[src/rtl/uart_flit_rx.sv]
// uart_flit_rx: assembles FLIT_BYTES UART frames into one flit behind a valid/ready handshake; define UART_PARITY_EN for even-parity frames and parity_err
module uart_flit_rx #(
  parameter int CLKS_PER_BIT = 868,
  parameter int FLIT_BYTES = 16,
  parameter int TIMEOUT_BITS = 32
) (
  input  logic                    cpuclk,
  input  logic                    rst,
  input  logic                    uart_rx,
  output logic [8*FLIT_BYTES-1:0] flit_rx,
  output logic                    flit_rx_valid,
  input  logic                    flit_rx_ready,
  output logic                    framing_err,
  output logic                    timeout_err,
  output logic                    overflow_err,
`ifdef UART_PARITY_EN
  output logic                    parity_err,
`endif
  output logic                    busy
);
  localparam int TW = $clog2(CLKS_PER_BIT);
  localparam int CW = $clog2(FLIT_BYTES + 1);
  localparam int OW = $clog2(TIMEOUT_BITS + 1);
  localparam int FW = 8 * FLIT_BYTES;
  localparam logic [TW-1:0] T_HALF = TW'(CLKS_PER_BIT / 2 - 1);
  localparam logic [TW-1:0] T_FULL = TW'(CLKS_PER_BIT - 1);
  localparam logic [CW-1:0] C_LAST = CW'(FLIT_BYTES - 1);
  localparam logic [OW-1:0] O_LAST = OW'(TIMEOUT_BITS - 1);

  typedef enum logic [2:0] {
    IDLE,
    START,
    DATA,
`ifdef UART_PARITY_EN
    PARITY,
`endif
    STOP
  } state_t;

  state_t state_q, state_d;
  logic sync1_q, sync2_q;
  logic [TW-1:0] timer_q, timer_d;
  logic [2:0] idx_q, idx_d;
  logic [7:0] shift_q, shift_d;
  logic [CW-1:0] cnt_q, cnt_d;
  logic [OW-1:0] to_q, to_d;
  logic [FW-1:0] asm_q, asm_d, flit_q, flit_d;
  logic valid_q, valid_d, ferr_q, ferr_d, terr_q, terr_d, oerr_q, oerr_d;
  logic rx, frame_bad;

  assign rx = sync2_q;
`ifdef UART_PARITY_EN
  logic perr_q, perr_d, par_q, par_d;
  assign frame_bad = !rx || perr_q;
  assign parity_err = par_q;
`else
  assign frame_bad = !rx;
`endif
  assign flit_rx = flit_q;
  assign flit_rx_valid = valid_q;
  assign framing_err = ferr_q;
  assign timeout_err = terr_q;
  assign overflow_err = oerr_q;
  assign busy = (cnt_q != '0) || (state_q != IDLE);

  // frame FSM, flit assembly, inter-byte timeout and output register update
  always_comb begin
    state_d = state_q;
    timer_d = timer_q;
    idx_d = idx_q;
    shift_d = shift_q;
    cnt_d = cnt_q;
    to_d = to_q;
    asm_d = asm_q;
    flit_d = flit_q;
    valid_d = valid_q && !flit_rx_ready;
    ferr_d = 1'b0;
    terr_d = 1'b0;
    oerr_d = 1'b0;
`ifdef UART_PARITY_EN
    perr_d = perr_q;
    par_d = 1'b0;
`endif
    case (state_q)
      IDLE: if (!rx) begin
        state_d = START;
        timer_d = T_HALF;
      end else if (cnt_q != '0) begin
        timer_d = timer_q - 1'b1;
        if (timer_q == '0) begin
          timer_d = T_FULL;
          to_d = (to_q == O_LAST) ? '0 : to_q + 1'b1;
          cnt_d = (to_q == O_LAST) ? '0 : cnt_q;
          terr_d = (to_q == O_LAST);
        end
      end
      START: if (timer_q == '0) begin
        state_d = rx ? IDLE : DATA;
        timer_d = T_FULL;
        idx_d = '0;
      end else timer_d = timer_q - 1'b1;
      DATA: if (timer_q == '0) begin
        shift_d = {rx, shift_q[7:1]};
        timer_d = T_FULL;
        idx_d = idx_q + 1'b1;
`ifdef UART_PARITY_EN
        state_d = (idx_q == 3'd7) ? PARITY : DATA;
`else
        state_d = (idx_q == 3'd7) ? STOP : DATA;
`endif
      end else timer_d = timer_q - 1'b1;
`ifdef UART_PARITY_EN
      PARITY: if (timer_q == '0) begin
        perr_d = rx ^ (^shift_q);
        timer_d = T_FULL;
        state_d = STOP;
      end else timer_d = timer_q - 1'b1;
`endif
      STOP: if (timer_q == '0) begin
        state_d = IDLE;
        timer_d = T_FULL;
        to_d = '0;
        ferr_d = !rx;
`ifdef UART_PARITY_EN
        perr_d = 1'b0;
        par_d = perr_q;
`endif
        if (frame_bad) cnt_d = '0;
        else begin
          asm_d[{cnt_q, 3'b000} +: 8] = shift_q;
          cnt_d = (cnt_q == C_LAST) ? '0 : cnt_q + 1'b1;
          if (cnt_q == C_LAST) begin
            if (!valid_q || flit_rx_ready) begin
              flit_d = asm_d;
              valid_d = 1'b1;
            end else oerr_d = 1'b1;
          end
        end
      end else timer_d = timer_q - 1'b1;
      default: state_d = IDLE;
    endcase
  end

  // state registers; synchroniser flops reset to the idle line level
  always_ff @(posedge cpuclk) begin
    if (rst) begin
      sync1_q <= 1'b1;
      sync2_q <= 1'b1;
      state_q <= IDLE;
      timer_q <= '0;
      idx_q <= '0;
      shift_q <= '0;
      cnt_q <= '0;
      to_q <= '0;
      asm_q <= '0;
      flit_q <= '0;
      valid_q <= 1'b0;
      ferr_q <= 1'b0;
      terr_q <= 1'b0;
      oerr_q <= 1'b0;
`ifdef UART_PARITY_EN
      perr_q <= 1'b0;
      par_q <= 1'b0;
`endif
    end else begin
      sync1_q <= uart_rx;
      sync2_q <= sync1_q;
      state_q <= state_d;
      timer_q <= timer_d;
      idx_q <= idx_d;
      shift_q <= shift_d;
      cnt_q <= cnt_d;
      to_q <= to_d;
      asm_q <= asm_d;
      flit_q <= flit_d;
      valid_q <= valid_d;
      ferr_q <= ferr_d;
      terr_q <= terr_d;
      oerr_q <= oerr_d;
`ifdef UART_PARITY_EN
      perr_q <= perr_d;
      par_q <= par_d;
`endif
    end
  end
endmodule

[config.mk]
export PLATFORM = sky130hd
export DESIGN_NAME = uart_flit_rx
export DESIGN_NICKNAME = d
export VERILOG_FILES = /design/src/rtl/uart_flit_rx.sv
export SDC_FILE = /design/constraint.sdc
export NUM_CORES = 1
export LEC_CHECK = 0
export BUFFER_PORTS_ARGS = -buffer_cell sky130_fd_sc_hd__buf_2
export CORE_MARGIN = 5
export CORE_UTILIZATION = 50
export DETAILED_ROUTE_END_ITERATION = 10
export PLACE_DENSITY = 0.69
export SETUP_SLACK_MARGIN = 0.15
export SLEW_MARGIN = 10
export SYNTH_ARGS = -nofsm -noshare
export SYNTH_HDL_FRONTEND = slang
export SYNTH_SLANG_ARGS = --single-unit
[constraint.sdc]
create_clock -name cpuclk -period 3.8 [get_ports cpuclk]
set_input_delay 0.19 -clock cpuclk [delete_from_list [all_inputs] [get_ports cpuclk]]
set_output_delay 0.19 -clock cpuclk [all_outputs]
set_load 0.02 [all_outputs]
==> qor_table.md <==
| Metric | This run |
|---|---|
| Detail-routed net length per standard cell | 17.01 um |
| DRC violation count after routing | 0 |
| Post-synth top area cell | sky130_fd_sc_hd__dfxtp_1 |
| Worst hold path class | primary input to flop |
| Placer's final routability congestion estimate | 0.8213 |
| Highest ir drop seen on vdd | 0.2688 mV |
| Pre-Repair DR Iteration Count | 5 |
| Startpoint of the worst-slack reg-to-reg timing path | cnt_q[1] |
| Inserted Clock Buffers | 30 |
| Depth of the worst register-to-register path | 8 |
| Setup repair after global routing missed its margin | no |
| Detailed Place HPWL | 19850 um |
| First-pass GRT wire length | 51220 um |
| Number of top-level pins | 137 |
| Combined global-route utilization of all metal layers | 21.76% |
| Vias/cell | 5.586 |
| F_max | 314.7 MHz |
| Status | finished, final reports clean |
| Final core occ | 58.52% |
| End of the worst register-to-register path | to_q[2] |
| Worst-Skew Late Latency | 550 ps |
| Leading post-synthesis cells by cell area | sky130_fd_sc_hd__dfxtp_1, sky130_fd_sc_hd__mux2i_1, sky130_fd_sc_hd__nand2_1, sky130_fd_sc_hd__a21oi_1, sky130_fd_sc_hd__nor2_1 |
| Buffers plus inverters on the worst setup path | 1 |
| Residual overflow from global routing | 0 |
| Hold-critical path depth | 2 |
| Total of fill cells in the finished design | 2166 |
| Clock tree from TritonCTS | done |
| Max Root-Sink Buffers | 3 |
| Proportion of netlist area held by the largest area contributor | 48.36% |
| Crit Path Category | flop to flop |
| Final number of setup-violating endpoints | 0 |
| Final clock period utilization by the worst path | 83.62% |
| PD cells | 443.6 mW/mm2 |
| Number of hold-slack violations in the final timing report | 0 |
| Gates resized, CTS repair | 0 |
| Worst hold path endpoint | flit_rx[59] |
| Buffers added on ports | 136 |
| Std-Cell Rows | 57 |
| Crit path max-delay family | simple AND/OR/NAND/NOR gates |
| Final #Nets | 1500 |
| Syn nets | 1409 |
| Register clock-pin slew on the reported worst setup and hold paths | 60 ps |
| Post-route clock skew | 11.47 ps |
| Total count of max-transition violations in the final report | 0 |
| Sink Count | 296 |
| Initial antenna violation count | 0 |
| Cell at the slowest stage of the critical path | sky130_fd_sc_hd__or4b_2 |
| Static power due to leakage | 5.107 nW |
| Average cell area after synthesis | 8.765 um2 |
| Maximum number of pins on one net before global-route repair | 162 |
| Max_slew headroom | 29.17% |
| Most frequent cell after synthesis | sky130_fd_sc_hd__dfxtp_1 |
| Worst path arrival time | 3640 ps |
| Area delta synth->final | 15.82% |
| Iter 0 DRT Violations | 801 |
| Number of diodes added for antenna fixing | 0 |
| Post-synthesis sequential element count | 296 |
| Most numerous cell types in the synthesized netlist | sky130_fd_sc_hd__dfxtp_1, sky130_fd_sc_hd__nand2_1, sky130_fd_sc_hd__a21oi_1, sky130_fd_sc_hd__nor2_1, sky130_fd_sc_hd__mux2i_1 |
| Effective utilization at floorplan | 50.53% |
| Max H-tree Level | 1 |
| Die outline height | 166.5 um |
| Number of warnings printed during yosys synthesis | 0 |
| Crit end category | flop |
| Worst R2R Setup Slack | 620 ps |
| Fin crit period | 3178 ps |
| Total length of routed wires | 31250 um |
| Transition time at the pin with the least slew margin | 1058 ps |
| Count of cell types in the netlist | 61 |
| Netlist Area Pre-Place | 0.01225 mm2 |
| Number of global-route vias before repair | 9497 |
| Synth async-reset ratio | 0% |
| Count of flip-flops with a built-in enable after synthesis | 0 |
| Clock Tree Root | sky130_fd_sc_hd__clkbuf_16 |
| Startpoint class of the critical path | flop |
| Required time of the worst setup path | 4260 ps |
| Synthesized instance count | 1398 |
| Count of maximum capacitance violations | 0 |
| Full die area | 0.02774 mm2 |
| Summed negative setup slack over all endpoints | 0 ps |
| Layout cell share with drive strength beyond 1 | 16.39% |
| Critical path peak fanout | 13 |
| Predominant post-synthesis flop cell | sky130_fd_sc_hd__dfxtp_1 |
| Core region area | 0.02425 mm2 |
| Critical path cell sequence | inv_1, ha_1, nor3b_1, ha_1, nor4b_1, o2111ai_1, or4b_2, a21oi_1 |
| Vias | 10260 |
| Longest individual stage delay on the worst path | 700 ps |
| Share of the yosys chip area belonging to registers | 48.36% |
| Die width | 166.5 um |
| CP dominant cell by count | sky130_fd_sc_hd__ha_1 |
| Beginning of the worst hold path | rst |
| Post-route ant nets | 0 |
==> state kept, by name, summed over array words and instances (netlist names), 2 cells and up <==
signal   flops
shift_q      8
asm_q      128
flit_rx    128
to_q         6
idx_q        3
timer_q     10
cnt_q        5
state_q      2
==> cells by family after synthesis <==
group / count (synthesis) / share of synthesized area [%]
AND/OR/NAND/NOR: 566 / 22.79
AO/OA/AOI/OAI: 313 / 16.19
flip-flops: 296 / 48.36
buffers and inverters: 120 / 4.125
multiplexers: 94 / 7.679
adder cells (fa/ha/maj): 7 / 0.7148
XOR/XNOR: 2 / 0.1430
==> metal layers <==
layer  vias to the layer above  track usage, %  routed length [um]  part of all wire (%)
met5                         -               0                   0                     0
met4                         0           5.123                 566                   1.8
met3                        48           3.508                1912                   6.1
met2                       316           33.95               13990                    45
met1                      4804           31.81               14780                    47
li1                       5094               -                   -                     -
==> placed cells by master (no fill, tap or decap), types with 4 or more instances in the layout <==
cell type / netlist / routed
sky130_fd_sc_hd__nor4_1: 5 / 5
sky130_fd_sc_hd__o2111ai_1: 4 / 4
sky130_fd_sc_hd__a311oi_1: 13 / 13
sky130_fd_sc_hd__mux2i_1: 94 / 94
sky130_fd_sc_hd__ha_1: 7 / 7
sky130_fd_sc_hd__clkbuf_16: 0 / 31
sky130_fd_sc_hd__buf_4: 7 / 30
sky130_fd_sc_hd__nand2b_1: 44 / 44
sky130_fd_sc_hd__nand3b_1: 30 / 30
sky130_fd_sc_hd__a21oi_1: 114 / 114
sky130_fd_sc_hd__nand3_1: 56 / 56
sky130_fd_sc_hd__nand2_1: 216 / 215
sky130_fd_sc_hd__clkinv_2: 0 / 6
sky130_fd_sc_hd__a211oi_1: 33 / 33
sky130_fd_sc_hd__o22ai_1: 19 / 19
sky130_fd_sc_hd__clkbuf_8: 0 / 11
sky130_fd_sc_hd__clkbuf_1: 75 / 7
sky130_fd_sc_hd__or3_1: 7 / 7
sky130_fd_sc_hd__nor3b_1: 7 / 7
sky130_fd_sc_hd__nor2_1: 114 / 114
sky130_fd_sc_hd__o21ai_0: 54 / 54
sky130_fd_sc_hd__o211ai_1: 4 / 4
sky130_fd_sc_hd__and2_1: 8 / 7
sky130_fd_sc_hd__and3_1: 21 / 21
sky130_fd_sc_hd__o2bb2ai_1: 8 / 8
sky130_fd_sc_hd__or2_2: 6 / 6
sky130_fd_sc_hd__inv_1: 8 / 8
sky130_fd_sc_hd__buf_2: 16 / 135
sky130_fd_sc_hd__dfxtp_1: 296 / 296
sky130_fd_sc_hd__a31oi_1: 23 / 23
sky130_fd_sc_hd__a21boi_0: 22 / 22
sky130_fd_sc_hd__nor3_1: 25 / 25
==> worst max path at each step <==
stage	startpoint	endpoint	slack [ps]	cells past startpoint
4_1_cts	cnt_q[1]	to_q[2]	700	8
6_report	cnt_q[1]	to_q[2]	620	8
5_1_grt	cnt_q[1]	to_q[2]	350	8
3_5_place_dp	cnt_q[1]	to_q[2]	720	8
2_1_floorplan	cnt_q[0]	to_q[2]	840	10
3_3_place_gp	cnt_q[1]	to_q[2]	810	8
==> area by class of cell <==
cell class	count	area, um2	share of cell area [%]
Tap cell	324	405.4	2.857
Clock buffer	48	939.7	6.621
Timing Repair Buffer	171	994.7	7.009
Sequential cell	296	5926	41.76
Multi-Input combinational cell	982	5827	41.06
Inverter	8	30.03	0.2116
Clock inverter	8	68.82	0.4849
==> metrics by stage <==
step | worst slack, ps | std cells | cell area (um2) | hold WS, ps | power, mW
after detailed placement | 718.1 | 1779 | 13160 | 390.2 | 3.423
after CTS | 699.3 | 1837 | 14190 | 337.8 | 6.356
after global routing | 351.7 | 1837 | 14190 | 380.8 | 6.546
after floorplan | 839.6 | 1398 | 12250 | 293.8 | 3.371
final | 622.5 | 1837 | 14190 | 269.9 | 6.295
after global placement | 807.5 | 1779 | 13160 | 391.8 | 3.420
==> what timing repair did <==
action,CTS,global route
hold endpoints to repair,3,0
setup buffers,0,0
hold buffers,2,0
==> worst register-to-register path: stages, from the launching register on <==
cell and delay [ps]:
sky130_fd_sc_hd__dfxtp_1 480, sky130_fd_sc_hd__inv_1 100, sky130_fd_sc_hd__ha_1 320, sky130_fd_sc_hd__nor3b_1 220
sky130_fd_sc_hd__ha_1 290, sky130_fd_sc_hd__nor4b_1 470, sky130_fd_sc_hd__o2111ai_1 370, sky130_fd_sc_hd__or4b_2 700
sky130_fd_sc_hd__a21oi_1 150
==> report_power, final <==
| group | leakage (nW) | total [mW] | internal (mW) | switching (mW) |
|---|---|---|---|---|
| registers | 2.38 | 3.14 | 3.12 | 0.0200 |
| logic | 2.22 | 0.223 | 0.0727 | 0.150 |
| clock network | 0.504 | 2.94 | 1.75 | 1.18 |
| total | 5.11 | 6.29 | 4.94 | 1.35 |
(Power assumes the default switching activity.)
